===== src/rtl/aes_block_gearbox.sv =====
// Word-serial gearbox: packs WORDS words into one block for the AES core, then replays the core result as words.
// Latency 1 cycle (last word -> aes_in_valid, capture -> m_valid); readies are state-only, one block in flight.
module aes_block_gearbox #(
   parameter int WORD_W = 32,
   parameter int WORDS  = 4,
   parameter int CNT_W  = 16
) (
   input  logic                      clk,
   input  logic                      rst_n,
   input  logic [WORD_W-1:0]         s_word,
   input  logic                      s_valid,
   output logic                      s_ready,
   output logic [WORD_W*WORDS-1:0]   aes_in_block,
   output logic                      aes_in_valid,
   input  logic                      aes_in_ready,
   input  logic [WORD_W*WORDS-1:0]   aes_out_block,
   input  logic                      aes_out_valid,
   output logic                      aes_out_ready,
   output logic [WORD_W-1:0]         m_word,
   output logic                      m_valid,
   input  logic                      m_ready,
   input  logic                      flush,
   output logic                      busy,
   output logic [CNT_W-1:0]          blocks_done
);

   localparam int BLK_W = WORD_W * WORDS;
   localparam int IDX_W = (WORDS > 1) ? $clog2(WORDS) : 1;

   typedef enum logic [1:0] {FILL, SEND, WAIT, DRAIN} state_t;

   state_t             state, state_nxt;
   logic [IDX_W-1:0]   cnt, cnt_nxt;
   logic [BLK_W-1:0]   in_blk, out_blk;
   logic [CNT_W-1:0]   done_cnt;
   logic               last, s_xfer, cap, done_inc;

   assign last   = (cnt == IDX_W'(WORDS - 1));
   // flush wins over a same-cycle input word, so that word never lands
   assign s_xfer = (state == FILL) & s_valid & ~flush;
   assign cap    = (state == WAIT) & aes_out_valid;

   always_comb begin
      state_nxt = state;
      cnt_nxt   = cnt;
      done_inc  = 1'b0;
      case (state)
         FILL: begin
            if (flush) begin
               cnt_nxt = '0;
            end else if (s_valid) begin
               if (last) begin
                  state_nxt = SEND;
                  cnt_nxt   = '0;
               end else begin
                  cnt_nxt = cnt + IDX_W'(1);
               end
            end
         end
         SEND: begin
            if (aes_in_ready) state_nxt = WAIT;
         end
         WAIT: begin
            if (aes_out_valid) begin
               state_nxt = DRAIN;
               cnt_nxt   = '0;
            end
         end
         DRAIN: begin
            if (flush) begin
               state_nxt = FILL;
               cnt_nxt   = '0;
            end else if (m_ready) begin
               if (last) begin
                  state_nxt = FILL;
                  cnt_nxt   = '0;
                  done_inc  = 1'b1;
               end else begin
                  cnt_nxt = cnt + IDX_W'(1);
               end
            end
         end
         default: begin
            state_nxt = FILL;
            cnt_nxt   = '0;
         end
      endcase
   end

   always_ff @(posedge clk or negedge rst_n) begin
      if (!rst_n) begin
         state <= FILL;
         cnt   <= '0;
      end else begin
         state <= state_nxt;
         cnt   <= cnt_nxt;
      end
   end

   // slot 0 is the most significant word of the block
   always_ff @(posedge clk or negedge rst_n) begin
      if (!rst_n) begin
         in_blk   <= '0;
         out_blk  <= '0;
         done_cnt <= '0;
      end else begin
         if (s_xfer) in_blk[(WORDS - 1 - int'(cnt)) * WORD_W +: WORD_W] <= s_word;
         if (cap) out_blk <= aes_out_block;
         if (done_inc) done_cnt <= done_cnt + CNT_W'(1);
      end
   end

   assign s_ready       = (state == FILL);
   assign aes_in_valid  = (state == SEND);
   assign aes_out_ready = (state == WAIT);
   assign m_valid       = (state == DRAIN);
   assign aes_in_block  = in_blk;
   assign m_word        = out_blk[(WORDS - 1 - int'(cnt)) * WORD_W +: WORD_W];
   assign busy          = (state != FILL) | (cnt != '0);
   assign blocks_done   = done_cnt;

endmodule

===== config.mk =====
export PLATFORM = sky130hd
export DESIGN_NAME = aes_block_gearbox
export DESIGN_NICKNAME = d
export VERILOG_FILES = /design/src/rtl/aes_block_gearbox.sv
export SDC_FILE = /design/constraint.sdc
export NUM_CORES = 1
export LEC_CHECK = 0
export BUFFER_PORTS_ARGS = -buffer_cell sky130_fd_sc_hd__buf_4
export CORE_ASPECT_RATIO = 1.2
export CORE_MARGIN = 2
export CORE_UTILIZATION = 55
export DETAILED_ROUTE_END_ITERATION = 12
export PLACE_DENSITY = 0.93
export SLEW_MARGIN = 5
export SYNTH_ARGS = -nofsm -noshare
export SYNTH_HDL_FRONTEND = slang
export SYNTH_SLANG_ARGS = --single-unit
export TNS_END_PERCENT = 30

===== constraint.sdc =====
create_clock -name clk -period 4.7 [get_ports clk]
set_clock_uncertainty 0.1 [all_clocks]
set_input_delay 1.175 -clock clk [delete_from_list [all_inputs] [get_ports clk]]
set_output_delay 1.175 -clock clk [all_outputs]
set_load 0.005 [all_outputs]

### Word-level counts from Yosys, hierarchy flattened

Cells that the tools add are included.

* add/subtract/negate cells: 4
* multiply operators: 0
* div/mod/pow operators: 0
* $lt $le $gt $ge: 0
* equal/unequal tests: 12
* shift operators: 3
* mux-type cells: 21
* bitwise logic cells: 5
* reductions and logical operators: 6

Operators by type and width (count)
* $bwmux W128: 1
* $shift A32 B33 Y128 const A: 1
* $shiftx A128 B8 Y32: 1
* $shiftx A32 B33 Y128: 1
* $neg A8 Y33: 1
* $mux W2: 14
* $add A16 B1 Y16 const B: 1
* $pmux W2 S4: 1
* $reduce_and A7 Y1: 1
* $eq A2 B2 Y1 const B: 3
* $ne A2 B2 Y1 const B: 3
* $ne A3 B1 Y1 const B: 2
* $pmux W2 S3: 1
* $mux W1: 4
* $ne A2 B1 Y1 const B: 2
* $reduce_and A4 Y1: 1
* $reduce_bool A2 Y1: 2
* $and A1 B1 Y1: 3
* $ne A3 B2 Y1 const B: 1
* $reduce_bool A3 Y1: 1
* $sub A2 B2 Y3 const A: 1
* $add A2 B1 Y2 const B: 1
* $eq A2 B1 Y1 const B: 1
* $logic_not A2 Y1: 1
* 2 further kinds: 2

* register bits: 276
* bits in latches: 0
* bits in writable memories: 0
* ROM bits: 0
* input bits: 167
* output and inout port bits: 181
* word-level logic and storage cells: 56
* memories kept: 0

### Depth between registers and ports, before layout

Gate-level depths: netlist (run 1).

* depth in word-level cells: 5
* gate-level depth with buffers: 9
* mapped depth without buffers: 6

### Least setup slack after synthesis (run 1)

No wires, ideal clock.

* kind: reg2out
* start point: register cnt[0]
* end point: output port m_word[10]
* arrival: 1.392 ns
* required time: 3.425 ns
* setup slack: 2.033 ns
* stages on the path, launching flop included: 4
* path buffers: 2
* cells stage by stage: dfrtp_1 -> buf_4 -> buf_2 -> mux4_2

* word-level cells in the longest chain between the ends: 2

RTL lines
* from (decl): line 33 `logic [IDX_W-1:0] cnt, cnt_nxt;`
* from (signal assigned): line 96 `cnt <= cnt_nxt;`
* $sub A2 B2 Y3: line 118 `assign m_word = out_blk[(WORDS - 1 - int'(cnt)) * WORD_W +: WORD_W];`
* $shiftx A128 B8 Y32: line 118
* to (decl): line 19 `output logic [WORD_W-1:0] m_word,`

Every way passes these cells.

### Worst setup path in the final report (run 1)

* start point: register cnt[0]
* end point: output port m_word[0]

Same word-level chain as after synthesis.

==> flow_summary.ini, run 1 <==
[outcome]
outcome = complete, no violations

[clock_network]
cts_tree = built
cts_inserted_buffers = 26
clock-sinks = 276
cts_root_buffer = clkbuf_16
clk_pin_slew_ps = 70
h-tree-depth = 1
ctsResizeCount = 0
cts_hold_buffers = 0
post_cts_buffers = 0
clk_path_buf_depth = 3
clock_latency_ps = 520

[critical_path]
rrSetupSlack_ps = 1520
worstPathRequired_ps = 3420
worst_ep_arrival_time_ps = 2500
slowest_delay_ps = 920
r2r_end = aes_in_block[14]
critical_path_class = register to primary output
path_cells = buf_4 -> mux4_2 -> buf_4
critPathMaxFanout = 27
cp-start-kind = register
slowest_stage = dfrtp_2
rr_startpoint = cnt[0]
cp-end-kind = primary output
rr_worst_depth = 6
critPathMostFrequentCell = buf_4

[layout]
final_cells = 1460
drive_gt1_share_pct = 47.6
final_area_sq_mm = 0.0151
num_antenna_cells = 0
finalNetCount = 1354
utilization_pct = 74.6
area_delta_synth_final_pct = 32.9

[hold_path]
min_path_cells = 2
min_from = aes_in_block[73]
min_path_type = register to register
min_to = aes_in_block[73]

[logic_synthesis]
yosys.area_share.adder_pct = 1.21
ys.warnings.count = 0
synth_cell_types = 32
synth_area_per_cell_sq_um = 13.5
synthXorXnorAreaFrac_pct = 1.16
synth_seq_area_share_pct = 60.8
muxShareOfSynthArea_pct = 19.5
synth_top_family_by_area = multiplexers
synth-compound-area-share_pct = 7.87
synth-seq-cells = 276
syn_area_sq_mm = 0.0114
synth_fp_nets = 1022
synthSimpleGateAreaFrac_pct = 7.11
netlist_instances = 844

[sta]
period_minus_slack_ps = 3780
period_share_pct = 80.4
fin_ws_ps = 922
hold_violations = 0
rsz0062_at_grt = false
setup_tns_ps = 0
worst_slew_pin_slew_ps = 1110
report.final.slew_viol_count = 0
fmax_mhz = 265
setup_viol = 0
max_slew_margin_pct = 25.6
holdWs_ps = 386

[floorplan]
num_rows = 57
initial_core_util_pct = 56.1
core_area_sq_mm = 0.0203
die_y_microns = 161
io-pin-count = 348
die_area_sq_mm = 0.0218
die_w_microns = 135

[drt]
post_drt_wl_per_cell_microns = 22.2
drc = 0
drt_iter0_drc = 505
via_count = 8497
ant_nets = 0
postRouteWirelength_microns = 32400
drt_first_pass_iters = 5
via_per_inst = 5.82

[placement]
post_dp_cell_area_sq_mm = 0.0142
io_buffers = 347
place_inst = 1413
dp_hpwl_microns = 22000
preCtsSetupSlack_ps = 1450
gp_congestion = 0.854

[power]
p_total_mw = 8.71
ir_worst_vdd_v = 0.000487
power.density_mw_per_mm2 = 577
power_leakage_nw = 7.20

[grt]
antenna_found_initial = 0
grt_pass1_vias = 9024
grt_max_degree = 97
grt_pass1_wl_microns = 50200
grt_overflow = 0
grtUsageTotal_pct = 29.8

[job]
drv_cap = 0
## registers in the layout, summed over array words and instances, names as in the netlist
name / cells
state: 2
out_blk: 128
aes_in_block: 128
cnt: 2
blocks_done: 16
## how the worst max path moves through the flow
stage / startpoint / to / slack, ps / cells past startpoint
2_1_floorplan: cnt[0] / m_word[10] / 2030 / 3
3_3_place_gp: cnt[0] / m_word[29] / 1470 / 3
3_5_place_dp: cnt[0] / m_word[29] / 1450 / 3
4_1_cts: cnt[0] / m_word[0] / 860 / 3
5_1_grt: cnt[0] / m_word[0] / 780 / 3
6_report: cnt[0] / m_word[0] / 920 / 3
## cell type report
type                    count  area (sq um)
multi-input cells         506          4220
well taps                 265           332
inverters                   7          26.3
clock buffers              38           747
flip-flops and latches    276          6910
clock inverters             9           123
repair buffers            359          2750
fillers                  1205          5150
## power by group
group          total [mW]  switching [mW]  leakage [nW]  internal, mW
registers            3.74           0.572          3.53          3.16
logic                2.81            1.06          3.25          1.75
clock network        2.16           0.897         0.426          1.26
## cells by family (layout without fill, tap and decap cells)
group | Yosys count | count (layout)
and+or+nand+nor | 184 | 184
muxes | 165 | 165
adders and majority gates | 11 | 11
buffers and inverters | 62 | 413
xor gates and xnor gates | 15 | 15
DFF | 276 | 276
AOI/OAI and AO/OA | 131 | 131
## layout by cell type (no fill, tap or decap), types with 2 or more instances in the layout
cell / synthesis / final
nor2b_1: 3 / 3
nand3_1: 8 / 7
and4b_1: 2 / 2
mux4_2: 32 / 32
nand2b_1: 3 / 3
o21ai_0: 55 / 55
o21ai_1: 11 / 11
clkbuf_1: 26 / 8
nand2_1: 144 / 141
xnor2_1: 11 / 11
clkbuf_8: 0 / 3
and3_1: 2 / 2
nand4_1: 3 / 3
buf_4: 1 / 354
dfrtp_1: 276 / 275
a21oi_1: 2 / 2
inv_1: 7 / 7
nor4b_4: 1 / 2
buf_12: 0 / 4
mux2i_1: 3 / 3
nor3_1: 5 / 5
nand2_2: 0 / 2
clkinv_2: 0 / 5
ha_1: 11 / 11
a22o_1: 62 / 62
bufinv_16: 0 / 3
nor4_1: 2 / 2
nor2_1: 6 / 6
xor2_1: 4 / 4
mux2_2: 130 / 130
clkbuf_16: 0 / 27
## worst max-delay path, delay by kind of cell, from the launching register on
kind | cells | cell delay (ps)
flops | 1 | 920
mux | 1 | 550
buf+inv | 2 | 490
## cell usage after synthesis
library cell,instances,area share (%)
a2111o_1,1,0.099
a21oi_1,2,0.088
a22o_1,62,4.8
and3_1,2,0.11
and3b_1,1,0.077
and4_1,1,0.077
and4b_1,2,0.18
buf_2,28,1.2
buf_4,1,0.066
clkbuf_1,26,0.86
dfrtp_1,276,61
ha_1,11,1.2
inv_1,7,0.23
mux2_2,130,13
mux2i_1,3,0.26
mux4_2,32,6.3
nand2_1,144,4.8
nand2b_1,3,0.17
nand3_1,8,0.35
nand4_1,3,0.17
nand4_2,1,0.11
nor2_1,6,0.20
nor2b_1,3,0.17
nor3_1,5,0.22
nor3_2,1,0.088
nor4_1,2,0.11
nor4b_2,1,0.13
nor4b_4,1,0.21
o21ai_0,55,2.4
o21ai_1,11,0.48
xnor2_1,11,0.85
xor2_1,4,0.31
## metal layers
layer	wire, microns	share of wire, %	vias up	global-route usage (%)
li1	-	-	3669	-
met1	11400	35	4187	36.2
met2	16200	50	516	50.8
met3	3140	9.7	125	7.16
met4	1550	4.8	0	12.9
met5	0	0	-	0
Note: power is estimated with default switching activity, not from simulation.
==> run 2: changes to the inputs <==
--- a/config.mk
+++ b/config.mk
@@ -8,9 +8,9 @@
 export BUFFER_PORTS_ARGS = -buffer_cell sky130_fd_sc_hd__buf_4
 export CORE_ASPECT_RATIO = 1.2
 export CORE_MARGIN = 2
-export CORE_UTILIZATION = 55
+export CORE_UTILIZATION = 46
 export DETAILED_ROUTE_END_ITERATION = 12
-export PLACE_DENSITY = 0.93
+export PLACE_DENSITY = 0.84
 export SLEW_MARGIN = 5
 export SYNTH_ARGS = -nofsm -noshare
 export SYNTH_HDL_FRONTEND = slang
==> constraint.sdc (replaced) <==
create_clock -name clk -period 3.1 [get_ports clk]
set_clock_uncertainty 0.1 [all_clocks]
set_input_delay 0.775 -clock clk [delete_from_list [all_inputs] [get_ports clk]]
set_output_delay 0.775 -clock clk [all_outputs]
set_load 0.005 [all_outputs]
==> run 2 against run 1 <==
  * Highest routed layer unchanged
  * Critical path depth did not move
  * First-iteration DRC count fell by 32%
  * Clock power rose by 44%
  * Total power rose by 48%
  * Sequential power rose by 47%
  * Sequential cell count did not move
  * Non-clock buffer count rose by 9
  * Largest power group unchanged
  * Global-route usage fell by 6.5 points
  * Critical endpoint is now m_word[22]
  * Sequential share of layout area fell by 0.38 points
  * Count of clock-buffer cells in the layout fell by 3
==> flow_summary.ini, run 2 (synthesis results as in run 1) <==
[critical_path]
slowest_stage = mux4_2
rr_worst_depth = 7
path_buf_inv = 2
worst_ep_arrival_time_ps = 2020
worstPathRequired_ps = 2220
critical_path_class = register to primary output
rr_startpoint = cnt[0]
worstSetupPathDepth = 3
cp_top_family = multiplexers
cp-start-kind = register
critPathMaxFanout = 40
startpoint = cnt[0]
cp-end-kind = primary output
path_cells = buf_12 -> mux4_2 -> buf_4
slowest_delay_ps = 610

[power]
p_int_mw = 9.24
power_leakage_nw = 7.24
p_seq_share_pct = 42.4
power.density_mw_per_mm2 = 848
p_comb_share_pct = 33.5
p_switching_mw = 3.69
p_sw_share_pct = 28.5
ir_worst_vdd_v = 0.000665
clockPowerShare_pct = 24.0

[floorplan]
initial_core_util_pct = 46.4
io-pin-count = 348
die_w_microns = 147
num_rows = 63
core_area_sq_mm = 0.0245
die_area_sq_mm = 0.0260
die_y_microns = 176

[sta]
setup_tns_ps = 0
hold_violations = 0
holdWs_ps = 155
fmax_mhz = 346
rsz0062_at_grt = false
period_share_pct = 93.2
setup_viol = 0
report.final.slew_viol_count = 0
period_minus_slack_ps = 2890
max_slew_margin_pct = 56.4
worst_slew_pin_slew_ps = 655

[drt]
ant_nets = 0
postRouteWirelength_microns = 30500
via_count = 8184
drt_iter0_drc = 343
via_per_inst = 5.35
drc = 0
drt_first_pass_iters = 4
post_drt_wl_per_cell_microns = 19.9

[clock_network]
h-tree-depth = 1
cts_tree = built
cts_inserted_buffers = 27
post_cts_buffers = 0
cts_root_buffer = clkbuf_16
clk_path_buf_depth = 3
clock_latency_ps = 530
clock-sinks = 276
clk_pin_slew_ps = 70
ctsResizeCount = 0
cts_hold_buffers = 0

[grt]
grt_overflow = 0
grtUsageTotal_pct = 23.3
grt_max_degree = 82
grt_pass1_vias = 8656
antenna_found_initial = 0
grt_pass1_wl_microns = 47800

[outcome]
outcome = complete, no violations

[hold_path]
min_path_type = primary input to asynchronous set/reset pin

[layout]
finalNetCount = 1364
mostFrequentLayoutCells = buf_4 (361), dfrtp_1 (275), nand2_1 (141)
num_antenna_cells = 0
final_area_sq_mm = 0.0152
final_common_cell = buf_4
fillers = 1841
drive_gt1_share_pct = 48.2
area_delta_synth_final_pct = 34.0

[placement]
io_buffers = 347
dp_hpwl_microns = 21300
post_dp_cell_area_sq_mm = 0.0144
gp_congestion = 0.833

[job]
drv_cap = 0
-- run 2: path summary, 6_finish.rpt --
check / endpoint / slack [ps]
max: m_word[22] / 210
min: aes_in_block[59] / 160
max reg2reg: aes_in_block[13] / 590
min reg2reg: blocks_done[15] / 380
max in group asynchronous: out_blk[84] / 1960
min in group clk: out_blk[45] / 380
-- run 2: power groups by stage --
stage	combinational [mW]	clock, mW	sequential [mW]
finish	4.34	3.10	5.48
detailed placement	4.34	0	5.52
global placement	4.21	0	5.45
CTS	4.40	3.17	5.47
floorplan	2.50	0	5.30
global route	4.69	3.32	5.60
-- run 2: layout make-up --
| class | count | area (sq um) | area share (%) |
|---|---|---|---|
| clock inverters | 12 | 97.6 | 0.641 |
| well taps | 325 | 407 | 2.67 |
| inverters | 7 | 26.3 | 0.172 |
| clock buffers | 35 | 736 | 4.83 |
| repair buffers | 368 | 2850 | 18.7 |
| flip-flops and latches | 276 | 6910 | 45.3 |
| multi-input cells | 506 | 4210 | 27.7 |
-- run 2: metrics by stage --
| step | total power, mW | instances | setup slack, ps | utilization [%] |
|---|---|---|---|---|
| 2_1_floorplan | 7.80 | 844 | 741 | - |
| 3_3_place_gp | 9.66 | 1482 | 717 | 58.7 |
| 3_5_place_dp | 9.86 | 1482 | 653 | 58.7 |
| 4_1_cts | 13.0 | 1529 | 163 | 62.1 |
| 5_1_grt | 13.6 | 1529 | 135 | 62.1 |
| 6_report | 12.9 | 1529 | 210 | 62.1 |
-- run 2: routing by layer --
metal | GRT usage, % | share of wire, % | vias to the layer above
met5 | 0 | 0 | -
met4 | 6.77 | 2.8 | 0
met3 | 6.49 | 9.9 | 64
met1 | 28.3 | 37 | 4045
li1 | - | - | 3675
met2 | 40.6 | 50 | 400
==> run 3: changes to the inputs <==
--- a/config.mk
+++ b/config.mk
@@ -7,9 +7,9 @@
 export LEC_CHECK = 0
 export BUFFER_PORTS_ARGS = -buffer_cell sky130_fd_sc_hd__buf_4
 export CORE_ASPECT_RATIO = 1.2
-export CORE_MARGIN = 2
 export CORE_UTILIZATION = 46
 export DETAILED_ROUTE_END_ITERATION = 12
+export GPL_TIMING_DRIVEN = 0
 export PLACE_DENSITY = 0.84
 export SLEW_MARGIN = 5
 export SYNTH_ARGS = -nofsm -noshare
==> run 3 against run 2 <==
  * Core utilization rose by 1.4 points
  * Count of clock-buffer cells in the layout rose by 3
  * Combinational power rose by 3%
  * Largest cell class unchanged
  * Cell area rose by 0.69%
  * Sequential cell count did not move
  * Non-clock buffer count rose by 38
  * Critical endpoint is now m_word[4]
  * Cell count rose by 2.2%
  * Critical path type unchanged
==> flow_summary.ini, run 3 (synthesis results as in run 1) <==
[outcome]
outcome = complete, no violations

[floorplan]
die_y_microns = 174
die_w_microns = 145
core_area_sq_mm = 0.0241
io-pin-count = 348
num_rows = 62
die_area_sq_mm = 0.0253
initial_core_util_pct = 47.1

[layout]
area_delta_synth_final_pct = 35.0
fillers = 1747
final_cells = 1562
finalNetCount = 1402
utilization_pct = 63.6
regArea_sq_mm = 0.00691
multi_input_area_sq_mm = 0.00419
mostFrequentLayoutCells = buf_4 (348), dfrtp_1 (276), nand2_1 (144)
final_common_cell = buf_4
num_antenna_cells = 0
drive_gt1_share_pct = 47.5

[critical_path]
cp-end-kind = primary output
critical_path_class = register to primary output
cp-start-kind = register
worst_ep_arrival_time_ps = 2130
critPathMaxFanout = 10
worstPathRequired_ps = 2220

[placement]
preCtsSetupSlack_ps = -551
place_inst = 1513
gp_congestion = 0.827
io_buffers = 347
dp_hpwl_microns = 24300

[sta]
max_slew_margin_pct = 53.3
setup_viol = 0
fin_ws_ps = 95.0
period_minus_slack_ps = 3010
report.final.slew_viol_count = 0
holdWs_ps = 35.5
setup_tns_ps = 0
period_share_pct = 96.9
fmax_mhz = 333
hold_violations = 0
rsz0062_at_grt = false
worst_slew_pin_slew_ps = 701

[drt]
via_count = 8543
drt_iter0_drc = 379
drc = 0
post_drt_wl_per_cell_microns = 21.0
via_per_inst = 5.47
ant_nets = 0
drt_first_pass_iters = 5
postRouteWirelength_microns = 32900

[clock_network]
clk_path_buf_depth = 3
clk_pin_slew_ps = 60
clock-sinks = 276
cts_tree = built
cts_root_buffer = clkbuf_16
clock_latency_ps = 530
cts_hold_buffers = 0
h-tree-depth = 1
cts_inserted_buffers = 27

[power]
ir_worst_vdd_v = 0.000721
power_leakage_nw = 7.32
power.density_mw_per_mm2 = 858

[grt]
grtUsageTotal_pct = 26.1
grt_overflow = 0
grt_pass1_vias = 9236
grt_max_degree = 120
antenna_found_initial = 0
grt_pass1_wl_microns = 51400

[job]
drv_cap = 0

[hold_path]
min_path_type = primary input to asynchronous set/reset pin
run 3: cell count changes in the layout (fill, tap and decap cells not counted), moves of 3 or more:
cell,previous run,this run
nand2_1,141,144
buf_12,6,0
clkbuf_1,5,29
buf_6,0,3
buf_2,0,26
buf_4,361,348
run 3: where the power goes:
group | leakage, nW | internal (mW) | switching (mW) | total, mW
sequential | 3.53 | 4.80 | 0.690 | 5.49
combinational | 3.37 | 2.71 | 1.76 | 4.47
clock | 0.418 | 1.86 | 1.34 | 3.20
total | 7.32 | 9.36 | 3.79 | 13.2
run 3: layout make-up:
| type | instances | area share (%) |
|---|---|---|
| Timing Repair Buffer | 351 | 17.5 |
| Clock inverter | 9 | 0.653 |
| Sequential cell | 276 | 45.0 |
| Tap cell | 320 | 2.61 |
| Inverter | 7 | 0.171 |
| Clock buffer | 38 | 4.94 |
| Multi-Input combinational cell | 506 | 27.3 |
| Buffer | 55 | 1.82 |
run 3: metrics by stage:
stage	power (mW)	area, sq um
finish	13.2	15300
global route	13.8	15300
CTS	13.2	15300
detailed placement	9.94	14400
global placement	9.71	14400
floorplan	7.80	11400
run 3: per-layer routing:
metal  track usage, %  part of all wire, %
met1             29.5                   36
met4             9.08                  3.3
met5                0                    0
met3             7.01                  9.1
met2             47.2                   51
run 3: worst paths after layout:
| path | from | end | slack, ps | cells after the start |
|---|---|---|---|---|
| hold reg to reg | aes_in_block[32] | aes_in_block[32] | 380 | 2 |
| max in group asynchronous | rst_n | out_blk[127] | 1940 | 2 |
| hold / removal | rst_n | aes_in_block[91] | 40 | 1 |
| setup reg to reg | cnt[1] | aes_in_block[110] | 190 | 8 |
| min in group clk | aes_out_block[18] | out_blk[18] | 370 | 2 |
| setup / recovery | cnt[1] | m_word[4] | 90 | 4 |
run 3: timing repair:
action                                  CTS  global route
gates resized for setup                  13             1
endpoints found under the setup margin  156             2
hold endpoints to repair                  0             0
buffers inserted                          0             2
run 3: critical path: stages (launching register included):
cell and delay [ps]:
dfrtp_1 390, clkbuf_2 270, clkbuf_2 390, mux4_2 390
buf_4 160
